## src/rtl/pic_pkg.sv

```systemverilog
// pic_pkg: shared constants and helpers for the 8259-style PIC request path (IRQ_FILTER_EN adds filter delay)
package pic_pkg;
  localparam int PIC_NUM_IRQ_DEFAULT = 8;
  localparam int PIC_SYNC_STAGES_DEFAULT = 2;
  localparam logic TRIG_EDGE = 1'b0;
  localparam logic TRIG_LEVEL = 1'b1;
  function automatic int sync_latency(input int stages);
`ifdef IRQ_FILTER_EN
    return stages + 1;
`else
    return stages;
`endif
  endfunction
endpackage

```

## src/rtl/irq_sync.sv

```systemverilog
// irq_sync: one-bit request synchroniser; IRQ_FILTER_EN adds a two-sample glitch filter
module irq_sync
  import pic_pkg::*;
#(
  parameter int STAGES = PIC_SYNC_STAGES_DEFAULT
) (
  input  logic CLK,
  input  logic RST_N,
  input  logic d,
  output logic s
);
  logic [STAGES-1:0] chain;
  always_ff @(posedge CLK or negedge RST_N)
    if (!RST_N) chain <= '0;
    else chain <= {chain[STAGES-2:0], d};
`ifdef IRQ_FILTER_EN
  logic last, held;
  always_ff @(posedge CLK or negedge RST_N)
    if (!RST_N) begin
      last <= 1'b0;
      held <= 1'b0;
    end else begin
      last <= chain[STAGES-1];
      held <= s;
    end
  // output moves only once two consecutive synchronised samples agree
  assign s = (chain[STAGES-1] == last) ? last : held;
`else
  assign s = chain[STAGES-1];
`endif
endmodule

```

## src/rtl/irq_request_latch.sv

```systemverilog
// irq_request_latch: 8259-style interrupt request register with per-channel edge/level trigger
// Build option IRQ_FILTER_EN enables the glitch filter inside irq_sync.
module irq_request_latch
  import pic_pkg::*;
#(
  parameter int NUM_IRQ = PIC_NUM_IRQ_DEFAULT,
  parameter int SYNC_STAGES = PIC_SYNC_STAGES_DEFAULT
) (
  input  logic               CLK,
  input  logic               RST_N,
  input  logic [NUM_IRQ-1:0] requests,
  input  logic [NUM_IRQ-1:0] LTIM,
  input  logic               init_clear,
  input  logic               ack,
  input  logic [NUM_IRQ-1:0] chosen,
  output logic [NUM_IRQ-1:0] IRR,
  output logic               irr_any
);
  localparam int WARM = sync_latency(SYNC_STAGES);
  localparam int CW = $clog2(WARM + 1);
  logic [NUM_IRQ-1:0] s, prev, irr_nxt, prev_nxt;
  logic [CW-1:0] cnt;
  logic warm;
  genvar i;
  generate
    for (i = 0; i < NUM_IRQ; i++) begin : g_sync
      irq_sync #(.STAGES(SYNC_STAGES)) u_sync (
        .CLK  (CLK),
        .RST_N(RST_N),
        .d    (requests[i]),
        .s    (s[i])
      );
    end
  endgenerate
  // prev stays all-ones until the chains have flushed, so lines high at release are not edges
  assign warm = cnt != CW'(WARM);
  always_ff @(posedge CLK or negedge RST_N)
    if (!RST_N) cnt <= '0;
    else if (warm) cnt <= cnt + 1'b1;
  always_comb begin
    irr_nxt = IRR;
    for (int k = 0; k < NUM_IRQ; k++)
      irr_nxt[k] = init_clear ? 1'b0 :
                   (ack && chosen[k]) ? 1'b0 :
                   (LTIM[k] == TRIG_LEVEL) ? s[k] :
                   (s[k] && !prev[k]) ? 1'b1 :
                   !s[k] ? 1'b0 : IRR[k];
    prev_nxt = (init_clear || warm) ? '1 : s;
  end
  always_ff @(posedge CLK or negedge RST_N)
    if (!RST_N) begin
      IRR <= '0;
      prev <= '1;
      irr_any <= 1'b0;
    end else begin
      IRR <= irr_nxt;
      prev <= prev_nxt;
      irr_any <= |IRR;
    end
endmodule
```

## config.mk

```make
export PLATFORM = sky130hd
export DESIGN_NAME = irq_request_latch
export DESIGN_NICKNAME = d
export VERILOG_FILES = /design/src/rtl/pic_pkg.sv /design/src/rtl/irq_sync.sv /design/src/rtl/irq_request_latch.sv
export SDC_FILE = /design/constraint.sdc
export NUM_CORES = 1
export LEC_CHECK = 0
export CAP_MARGIN = 20
export CORE_ASPECT_RATIO = 0.75
export CORE_UTILIZATION = 44
export CTS_CLUSTER_DIAMETER = 150
export DETAILED_ROUTE_END_ITERATION = 6
export GPL_ROUTABILITY_DRIVEN = 0
export PLACE_DENSITY = 0.78
export SKIP_CTS_REPAIR_TIMING = 1
export SYNTH_ARGS = -nofsm -noshare
export SYNTH_HDL_FRONTEND = slang
export SYNTH_SLANG_ARGS = --single-unit
```

## constraint.sdc

```tcl
create_clock -name CLK -period 1.34 [get_ports CLK]
set_input_delay 0.335 -clock CLK [delete_from_list [all_inputs] [get_ports CLK]]
set_output_delay 0.335 -clock CLK [all_outputs]
set_load 0.01 [all_outputs]
```

==> impl_metrics.tcl, run 1 <==
set metrics [dict create \
    drtIter0Drc 23 \
    crit_type "flip-flop to output port" \
    rsz0062_at_grt "no" \
    slowest_delay_ps 410 \
    critical-path-top-delay-family "flip-flops" \
    clockBufferDepth 2 \
    placement.io_buffers 36 \
    final_area_sq_um 1710 \
    finalNetCount 155 \
    hpwl_mm 1.42 \
    grt_first_pass_wirelength_mm 3.21 \
    die_w_um 61.1 \
    regArea_sq_um 886 \
    ys_warn_count 0 \
    ir_drop_v 0.000756 \
    die_y_um 46.3 \
    power_mw 1.99 \
    worst_pin_slew_ps 359 \
    fin_crit_sh 0.940 \
    synth.yosys.seq_area_share 0.769 \
    drtAntennaViolNets 0 \
    syn_inst 77 \
    diodes 0 \
    place_inst 150 \
    synthArstFlopShare 1.00 \
    overflow 0 \
    status "complete, no violations" \
    grt_use_total 0.170 \
    period_needed_ps 1260 \
    utilization 0.718 \
    cts-root-buf "clkbuf_4" \
    cp.arrival_ps 920 \
    antenna_found_initial 0 \
    critical_path.slowest_cell "dfrtp_1" \
    numClockSinks 35 \
    required_ps 1000 \
    path_max_fanout 3 \
    multi_input_area_sq_um 231 \
    cap_violations 0 \
    clkTransAtPathRegs_ps 100 \
    rows 15 \
    wire_per_inst_um 13.2 \
    synth_edf_count 0 \
    cellPowerDensity_nw_per_um2 1160 \
    htree_levels 2 \
    final_cells 161 \
    ff2ff_path_depth 5 \
    synthFlopType "dfrtp_1" \
    synth_fp_nets 106 \
    boundaryPins 37 \
    post_dp_cell_area_sq_um 1590 \
    synthTopCellsByArea "dfrtp_1 59%, dfstp_2 18%, a2111oi_1 5.2%" \
    hold_violations 0 \
    initial_core_util 0.483 \
    core_area_sq_um 2380 \
    synth_most_common_cell "dfrtp_1" \
    worst_slew_margin_rel 0.760 \
    wl_mm 2.12 \
    synth_top_area_share 0.586 \
    synth_largest_area_cell "dfrtp_1" \
    timing.fmax_mhz 794 \
    route.detailed.drc 0 \
    cp-end-kind "output port" \
    grt_max_degree 36 \
    path_buf_inv 1 \
    nFillCells 165 \
    numCtsBuffers 5 \
    fin_setup_tns_ps 0 \
    grt_pass1_vias 763 \
    drtPass1Iterations 4 \
    cts_tree "yes" \
    clk_latency_ps 330 \
    worst-path-stages 1 \
    finalSetupViolCount 0 \
    hp-class "primary input to async pin" \
    viasPerCell 4.68 \
    ys_top_cells_by_count "27 x dfrtp_1, 9 x nand2_1, 8 x dfstp_2, 8 x inv_1, 7 x nor3b_1" \
    clock_skew_ps 12.4 \
    p_leak_nw 0.866 \
    critPathLaunchType "flip-flop" \
    crit_path_cell_trace "dlymetal6s2s_1" \
    slew_violations 0 \
    synth-seq-cells 35 \
    syn_area_sq_um 1150 \
    drive_above_1_share 0.189 \
    via_count 754 \
    yosysUniqueCellTypes 16 \
    die-area_sq_um 2830 \
    syn_avg_cell_area_sq_um 15.0 \
    syn_to_final_growth_pct 48.4 \
]
## cells in the final DEF (no fill, tap or decap), drive strengths merged
cell            n
a2111oi         7
a221oi          1
buf             7
clkbuf          7
clkdlybuf4s50  27
clkinvlp        1
dfrtp          27
dfstp           8
dlymetal6s2s    9
ha              1
inv             8
nand2           9
nand2b          2
nor2            1
nor2b           1
nor3b           7
nor4            2
o21ai           1
xnor2           1
## report_power, final
group / switching, mW / internal [mW] / total [mW]
logic: 0.0818 / 0.132 / 0.214
registers: 0.0186 / 1.12 / 1.14
clock network: 0.331 / 0.307 / 0.638
## layer usage
layer / part of all wire / vias up / GRT usage / wire length [um]
met5: 0 / - / 0 / 0
met2: 0.50 / 29 / 0.287 / 1050
li1: - / 358 / - / -
met3: 0.069 / 9 / 0.0618 / 147
met4: 0.019 / 0 / 0.118 / 41
met1: 0.42 / 358 / 0.179 / 882
## cells by family after synthesis
| kind of cell | Yosys count | share of synthesized area |
|---|---|---|
| flops | 35 | 0.769 |
| buf+inv | 9 | 0.0304 |
| fa+ha+maj | 1 | 0.0109 |
| simple gates | 22 | 0.105 |
| compound gates | 9 | 0.0771 |
| xor+xnor | 1 | 0.00760 |
## metrics by stage
step	hold slack, ps	worst slack [ps]
floorplan	39.4	299
global placement	331	-92.5
detailed placement	336	-203
CTS	349	-290
global route	364	28.4
finish	353	80.0
## area by class of cell
class / count / area share
sequential: 35 / 0.518
timing repair buffer: 43 / 0.262
multi-input combinational: 33 / 0.135
clock buffer: 7 / 0.0380
tap: 34 / 0.0249
inverter: 8 / 0.0176
clock inverter: 1 / 0.00439
## state kept, by name, indices dropped and copies added, names as in the netlist
signal,count
IRR,8
prev,8
irr_any,1
g_sync.u_sync.chain,16
cnt,2
## worst paths after layout
kind	start	endpoint	slack (ps)
max in group asynchronous	RST_N	prev[6]	730
max	IRR[4]	IRR[4]	80
max reg2reg	cnt[0]	prev[6]	170
min reg2reg	g_sync[7].u_sync.chain[0]	g_sync[7].u_sync.chain[1]	360
min in group CLK	g_sync[7].u_sync.chain[0]	g_sync[7].u_sync.chain[1]	360
min	RST_N	g_sync[1].u_sync.chain[0]	350
No activity file was read; power rests on OpenSTA's default activity.
==> run 2, diff against run 1 <==
Settings changed: PLACE_DENSITY 0.78 to 0.81.
==> run 2 against run 1 <==
Net effect:
- count of clock-buffer cells in the layout is 2 lower
- cell count is 0.62% lower
- non-clock buffer count is 1 lower
- critical path type unchanged
==> impl_metrics.tcl, run 2 (synthesis results as in run 1) <==
set metrics [dict create \
    rows 15 \
    power_mw 1.88 \
    grt_use_total 0.178 \
    hpwl_mm 1.54 \
    crit_path_cell_trace "dlymetal6s2s_1" \
    rsz0062_at_grt "no" \
    initial_core_util 0.483 \
    cts_tree "yes" \
    drtPass1Iterations 2 \
    worst_pin_slew_ps 358 \
    cp.arrival_ps 930 \
    required_ps 1000 \
    cellPowerDensity_nw_per_um2 1120 \
    die-area_sq_um 2830 \
    use_met2 0.283 \
    nFillCells 164 \
    top_register "g_sync.u_sync.chain" \
    die_y_um 46.3 \
    die_w_um 61.1 \
    grt-busiest-layer "met2" \
    regArea_sq_um 886 \
    p_leak_nw 0.857 \
    boundaryPins 37 \
    multi_input_area_sq_um 231 \
    finalSetupViolCount 0 \
    reg.largest.list "g_sync.u_sync.chain (16), IRR (8), prev (8)" \
    drtAntennaViolNets 0 \
    cts-root-buf "clkbuf_4" \
    final_cells 160 \
    viasPerCell 4.72 \
    slowest_delay_ps 410 \
    htree_levels 2 \
    timing.fmax_mhz 789 \
    via_count 755 \
    finalNetCount 154 \
    path_buf_inv 1 \
    critical_path.slowest_cell "dfrtp_1" \
    ir_drop_v 0.000673 \
    utilization 0.706 \
    path_max_fanout 3 \
    grt_use_met1 0.187 \
    grt_first_pass_wirelength_mm 3.21 \
    route.detailed.drc 0 \
    place_inst 151 \
    period_needed_ps 1270 \
    fin_crit_sh 0.946 \
    status "complete, no violations" \
    core_area_sq_um 2380 \
    clockBufferDepth 2 \
    placement.io_buffers 36 \
    grt_pass1_vias 738 \
    wire_per_inst_um 14.0 \
    cap_violations 0 \
    grt_max_degree 36 \
    numCtsBuffers 5 \
    drive_above_1_share 0.183 \
    slew_violations 0 \
    final_cell_mix "27 x dfrtp_1, 27 x clkdlybuf4s50_1, 9 x nand2_1, 9 x dlymetal6s2s_1" \
    numClockSinks 35 \
    critical-path-top-delay-family "flip-flops" \
    crit_type "flip-flop to output port" \
    clkTransAtPathRegs_ps 110 \
    overflow 0 \
    hold_violations 0 \
    clk_latency_ps 340 \
    drtIter0Drc 32 \
    worst_slew_margin_rel 0.761 \
    fin_setup_tns_ps 0 \
    met3_usage 0.107 \
    syn_to_final_growth_pct 46.0 \
    diodes 0 \
    largest_register_ff_count 16 \
    antenna_found_initial 0 \
    critPathLaunchType "flip-flop" \
    wl_mm 2.23 \
    cp-end-kind "output port" \
    clock_skew_ps 13.4 \
    hp-class "primary input to async pin" \
]
run 2: changes by cell type in the layout (fill, tap and decap cells not counted), sizes merged:
cell	previous run	this run
buf	7	6
clkbuf	7	5
clkinv	0	3
clkinvlp	1	0
run 2: final cells by class:
type / instances / share of cell area
Tap cell: 34 / 0.0253
Timing Repair Buffer: 42 / 0.262
Inverter: 8 / 0.0178
Sequential cell: 35 / 0.526
Clock inverter: 3 / 0.00892
Multi-Input combinational cell: 33 / 0.138
Clock buffer: 5 / 0.0223
run 2: routing by layer:
layer	vias to the layer above	share of wire
li1	358	-
met1	366	0.41
met2	29	0.49
met3	2	0.092
met4	0	0.0085
met5	-	0
run 2: where the power goes:
part / internal [mW] / total (mW) / switching (mW) / leakage [nW]
sequential: 1.12 / 1.14 / 0.0189 / 0.412
combinational: 0.130 / 0.214 / 0.0839 / 0.411
clock: 0.195 / 0.533 / 0.338 / 0.0347
run 2: metrics by stage:
| step | setup slack (ps) | cell area (sq um) | hold slack, ps |
|---|---|---|---|
| 3_5_place_dp | -239 | 1600 | 336 |
| 4_1_cts | -297 | 1650 | 349 |
| 2_1_floorplan | 299 | 1150 | 39.4 |
| 3_3_place_gp | -87.7 | 1600 | 332 |
| 5_1_grt | 17.7 | 1680 | 337 |
| 6_report | 72.7 | 1680 | 351 |
run 2: path summary, 6_finish.rpt:
check	cells after the start	slack, ps	end	from
min in group CLK	0	360	g_sync[2].u_sync.chain[1]	g_sync[2].u_sync.chain[0]
setup / recovery	1	70	IRR[3]	IRR[3]
hold / removal	2	350	IRR[0]	RST_N
max in group asynchronous	2	730	prev[6]	RST_N
hold reg to reg	0	360	g_sync[2].u_sync.chain[1]	g_sync[2].u_sync.chain[0]
setup reg to reg	5	190	prev[7]	cnt[0]
